## src/rtl/divider_pkg.sv

```systemverilog
// Shared encodings for the restoring divider: FSM states and datapath control codes.
package divider_pkg;

  typedef enum logic [2:0] {
    IDLE  = 3'b000,
    SHIFT = 3'b001,
    SUB   = 3'b010,
    DONE  = 3'b011
  } state_t;

  typedef enum logic [1:0] {
    LOAD    = 2'b00,
    SHIFT_L = 2'b01,
    TRIAL   = 2'b10,
    HOLD    = 2'b11
  } dp_ctrl_t;

endpackage

```

## src/rtl/div_datapath.sv

```systemverilog
// A/Q/M/count registers plus the trial subtractor; the FSM steers it with one control code per cycle.
module div_datapath
  import divider_pkg::*;
#(
  parameter int WIDTH = 4,
  localparam int CW = $clog2(WIDTH + 1)
) (
  input  logic             clock,
  input  logic             reset,
  input  dp_ctrl_t         ctrl,
  input  logic [WIDTH-1:0] dividend,
  input  logic [WIDTH-1:0] divisor,
  output logic             t_neg,
  output logic             last,
  output logic [WIDTH-1:0] q_res,
  output logic [WIDTH-1:0] r_res
);

  logic [WIDTH:0]   a, t;
  logic [WIDTH-1:0] q, m;
  logic [CW-1:0]    count;

  assign t     = a - {1'b0, m};
  assign t_neg = t[WIDTH];
  assign last  = (count == CW'(WIDTH - 1));
  // Result of the SUB cycle in flight, so the FSM can publish it without an extra cycle.
  assign q_res = {q[WIDTH-1:1], ~t_neg};
  assign r_res = t_neg ? a[WIDTH-1:0] : t[WIDTH-1:0];

  always_ff @(posedge clock) begin
    if (reset) begin
      a     <= '0;
      q     <= '0;
      m     <= '0;
      count <= '0;
    end else begin
      case (ctrl)
        LOAD: begin
          a     <= '0;
          q     <= dividend;
          m     <= divisor;
          count <= '0;
        end
        SHIFT_L: {a, q} <= {a[WIDTH-1:0], q, 1'b0};
        TRIAL: begin
          // Restore is folded in: a negative trial simply leaves A untouched.
          if (!t_neg) a <= t;
          q[0]  <= ~t_neg;
          count <= count + 1'b1;
        end
        default: ;
      endcase
    end
  end

endmodule

```

## src/rtl/restoring_divider.sv

```systemverilog
// Sequential unsigned restoring divider: FSM controller driving the A/Q/M datapath.
module restoring_divider
  import divider_pkg::*;
#(
  parameter int WIDTH = 4
) (
  input  logic             clock,
  input  logic             reset,
  input  logic             start,
  input  logic [WIDTH-1:0] dividend,
  input  logic [WIDTH-1:0] divisor,
  output logic [WIDTH-1:0] quotient,
  output logic [WIDTH-1:0] remainder,
  output logic             busy,
  output logic             done,
  output logic             div_by_zero
);

  state_t           state;
  dp_ctrl_t         ctrl;
  logic             t_neg, last;
  logic [WIDTH-1:0] q_res, r_res;

  always_comb begin
    ctrl = HOLD;
    case (state)
      IDLE:    if (start && divisor != '0) ctrl = LOAD;
      SHIFT:   ctrl = SHIFT_L;
      SUB:     ctrl = TRIAL;
      default: ctrl = HOLD;
    endcase
  end

  div_datapath #(.WIDTH(WIDTH)) u_dp (
    .clock    (clock),
    .reset    (reset),
    .ctrl     (ctrl),
    .dividend (dividend),
    .divisor  (divisor),
    .t_neg    (t_neg),
    .last     (last),
    .q_res    (q_res),
    .r_res    (r_res)
  );

  always_ff @(posedge clock) begin
    if (reset) begin
      state       <= IDLE;
      quotient    <= '0;
      remainder   <= '0;
      busy        <= 1'b0;
      done        <= 1'b0;
      div_by_zero <= 1'b0;
    end else begin
      done <= 1'b0;
      case (state)
        IDLE: begin
          if (start) begin
            busy <= 1'b1;
            if (divisor == '0) begin
              quotient    <= '1;
              remainder   <= dividend;
              div_by_zero <= 1'b1;
              done        <= 1'b1;
              state       <= DONE;
            end else begin
              div_by_zero <= 1'b0;
              state       <= SHIFT;
            end
          end
        end
        SHIFT: state <= SUB;
        SUB: begin
          if (last) begin
            quotient  <= q_res;
            remainder <= r_res;
            done      <= 1'b1;
            state     <= DONE;
          end else begin
            state <= SHIFT;
          end
        end
        DONE: begin
          busy  <= 1'b0;
          state <= IDLE;
        end
        default: begin
          busy  <= 1'b0;
          state <= IDLE;
        end
      endcase
    end
  end

endmodule
```

## config.mk

```make
export PLATFORM = sky130hd
export DESIGN_NAME = restoring_divider
export DESIGN_NICKNAME = d
export VERILOG_FILES = /design/src/rtl/divider_pkg.sv /design/src/rtl/div_datapath.sv /design/src/rtl/restoring_divider.sv
export SDC_FILE = /design/constraint.sdc
export NUM_CORES = 1
export LEC_CHECK = 0
export ABC_CLOCK_PERIOD_IN_PS = 3300
export BUFFER_PORTS_ARGS = -buffer_cell sky130_fd_sc_hd__buf_2
export CORE_MARGIN = 2
export CORE_UTILIZATION = 55
export CTS_CLUSTER_SIZE = 8
export DETAILED_ROUTE_END_ITERATION = 6
export PLACE_DENSITY = 0.77
export SYNTH_ARGS = -nofsm -noshare
export SYNTH_HDL_FRONTEND = slang
export SYNTH_SLANG_ARGS = --single-unit
```

## constraint.sdc

```tcl
create_clock -name clock -period 3.3 [get_ports clock]
set_clock_uncertainty 0.05 [all_clocks]
set_input_delay 0 -clock clock [delete_from_list [all_inputs] [get_ports clock]]
set_output_delay 0 -clock clock [all_outputs]
set_load 0.03 [all_outputs]
```

==> flow_metrics.tcl <==
set metrics [dict create \
    worstMarginPinSlew_ns 0.7955 \
    synth_area_um2 1707 \
    path_cells "inv_1, ha_1, inv_1, fa_1, nand3_1, a21oi_1, nor2_1, mux2_2, a311oi_2" \
    layout.nets 239 \
    finalCritPeriodShare_pct 73.74 \
    fill_cells 251 \
    die_w_um 59.71 \
    cp.arrival_ns 2.65 \
    track_usage_pct 24.15 \
    port_buffers 21 \
    ys_seq_area_share_pct 34.02 \
    clkTransAtPathRegs_ns 0.10 \
    rows 20 \
    syn2layout_area_growth_pct 15.69 \
    cts_tree "done" \
    ys_ff_latch 29 \
    yosys_warnings 0 \
    tns_ns 0 \
    clockRootBuffer "clkbuf_4" \
    endpoint_kind "register" \
    routed_wl_mm 3.872 \
    synth_edf_count 0 \
    path_common_cell "inv_1" \
    grt_max_degree 35 \
    antenna_found_initial 0 \
    final_util_pct 65.75 \
    critPathKind "reg2reg" \
    wl_per_cell_um 15.49 \
    antenna_cells 0 \
    worst_ep_required_time_ns 3.51 \
    io_pins 22 \
    clockBufferDepth 2 \
    rsz0062_at_grt "no" \
    syn-num-nets 212 \
    first_iter_violations 74 \
    cap_violations 0 \
    avgSynthCellArea_um2 9.030 \
    clock_latency_ns 0.35 \
    synth_area_leaders "dfxtp_1 34%, ha_1 8.1%, nor2_1 4.8%" \
    yosysUniqueCellTypes 48 \
    outcome "complete, no violations" \
    cts_setup_buffers 0 \
    max_stage_delay_ns 0.41 \
    finalMaxSlewViolations 0 \
    p_per_area_nw_per_um2 481.6 \
    ys_async_sr_fraction_pct 0 \
    cts_buffers 5 \
    antenna_left 0 \
    p_leak_uw 0.0008060 \
    layout-drive-gt1-share_pct 20.74 \
    use_met1_pct 27.67 \
    synth_ff_type "dfxtp_1" \
    drc 0 \
    crit_path_max_fanout 6 \
    synthCells 189 \
    slew_headroom_pct 46.97 \
    first_global_vias 1419 \
    start_kind "register" \
    hold_violations 0 \
    top_usage_layer "met2" \
    grt_pass1_wl_mm 6.341 \
    gp_congestion 0.9230 \
    setup_viol 0 \
    fp.dieH_um 59.71 \
    dieArea_um2 3565 \
    grt_overflow 0 \
    max_freq_mhz 410.9 \
    vias 1483 \
    synth_top_area_share_pct 34.02 \
    start_util_pct 56.83 \
    synth.largest_area_cell "dfxtp_1" \
    core_area_um2 3003 \
    hold_class "in2reg" \
    first_pass_iters 4 \
    fin_crit_ns 2.433 \
    h-tree-depth 2 \
    slowest_stage "fa_1" \
    grtUsageMet3_pct 4.545 \
    cts_sinks 29 \
    vias_per_cell 5.932 \
    hpwl_mm 2.716 \
    met2_usage_pct 41.30 \
    ir_drop_mv 0.4440 \
]
Yosys cell counts (4+ instances only):
master	n
a211o_1	4
a21oi_1	10
clkbuf_1	6
dfxtp_1	29
ha_1	11
inv_1	15
mux2_2	6
mux2i_1	8
nand2_1	14
nand2b_1	5
nor2_1	22
o21ai_0	4
o22ai_1	4
worst max-delay path, delay by kind of cell, from the launching register on:
family | cells | cell delay, ns
AND/OR/NAND/NOR | 2 | 0.52
buffers and inverters | 2 | 0.14
multiplexers | 1 | 0.40
AO/OA/AOI/OAI | 2 | 0.34
flip-flops | 1 | 0.33
adder cells (fa/ha/maj) | 2 | 0.57
area by class of cell:
cell class | instances | area, um2 | share of cell area [%]
Timing Repair Buffer | 30 | 195.2 | 9.886
Clock buffer | 7 | 55.05 | 2.788
Tap cell | 33 | 41.29 | 2.091
Sequential cell | 29 | 580.6 | 29.40
Clock inverter | 1 | 30.03 | 1.521
Multi-Input combinational cell | 135 | 1016 | 51.46
Inverter | 15 | 56.30 | 2.852
through the flow:
stage / instance area, um2 / hold slack, ns / power (uW) / std cells / setup slack, ns
floorplan: 1707 / 0.09717 / 585.0 / 189 / 1.168
global placement: 1799 / 0.2317 / 625.5 / 233 / 0.9709
detailed placement: 1799 / 0.2693 / 634.2 / 233 / 0.9190
CTS: 1974 / 0.07281 / 952.4 / 250 / 0.8891
global route: 1974 / 0.1062 / 999.0 / 250 / 0.6796
finish: 1974 / 0.08314 / 950.9 / 250 / 0.8666
per-layer routing:
metal	part of all wire, %	vias to the layer above	wire, um
met5	0	-	0
met4	2.9	0	112
met3	3.6	11	140
met2	50	32	1941
met1	43	714	1677
li1	-	726	-
report_power, final:
group / switching (uW) / internal (uW) / total (uW)
logic: 150 / 104 / 253
registers: 15.1 / 371 / 386
clock network: 131 / 181 / 312
total: 296 / 655 / 951
flip-flops by register name (all words and copies together) (netlist names):
signal       flops
done             1
state            2
u_dp.q           4
u_dp.m           4
quotient         4
div_by_zero      1
busy             1
u_dp.count       3
u_dp.a           5
remainder        4
logic make-up (layout without fill, tap and decap cells):
logic type	after synthesis	in the layout	synth area share (%)
compound gates	43	43	20.82
xor+xnor	2	2	1.027
fa+ha+maj	12	12	9.237
buf+inv	25	53	6.451
flops	29	29	34.02
mux	14	14	8.651
simple gates	64	64	19.80
repair_timing:
action | 4_1_cts | 5_1_grt
gates resized for setup | 0 | 0
hold buffers | 9 | 0
endpoints found under the hold margin | 12 | 0
layout by cell type, fill, tap and decap left out, types with 3 or more instances in the layout:
cell            n
nor2_1         22
a31oi_1         3
o31ai_1         3
inv_1          15
a22oi_1         3
nand2b_1        5
o22ai_1         4
nand2_1        14
nand3b_1        3
clkbuf_4        5
dfxtp_1        29
buf_2          21
ha_1           11
nor3b_1         3
a21oi_1        10
nand3_1         3
mux2i_1         8
o21ai_0         4
a211o_1         4
mux2_2          6
dlygate4sd3_1   9
final timing paths:
kind | startpoint | endpoint | slack, ns | depth (start not counted)
max | u_dp.a[0] | remainder[0] | 0.87 | 9
min reg2reg | div_by_zero | div_by_zero | 0.42 | 2
min | reset | u_dp.count[2] | 0.08 | 2
max reg2reg | u_dp.a[0] | remainder[0] | 0.87 | 9
No activity file was read; power rests on OpenSTA's default activity.
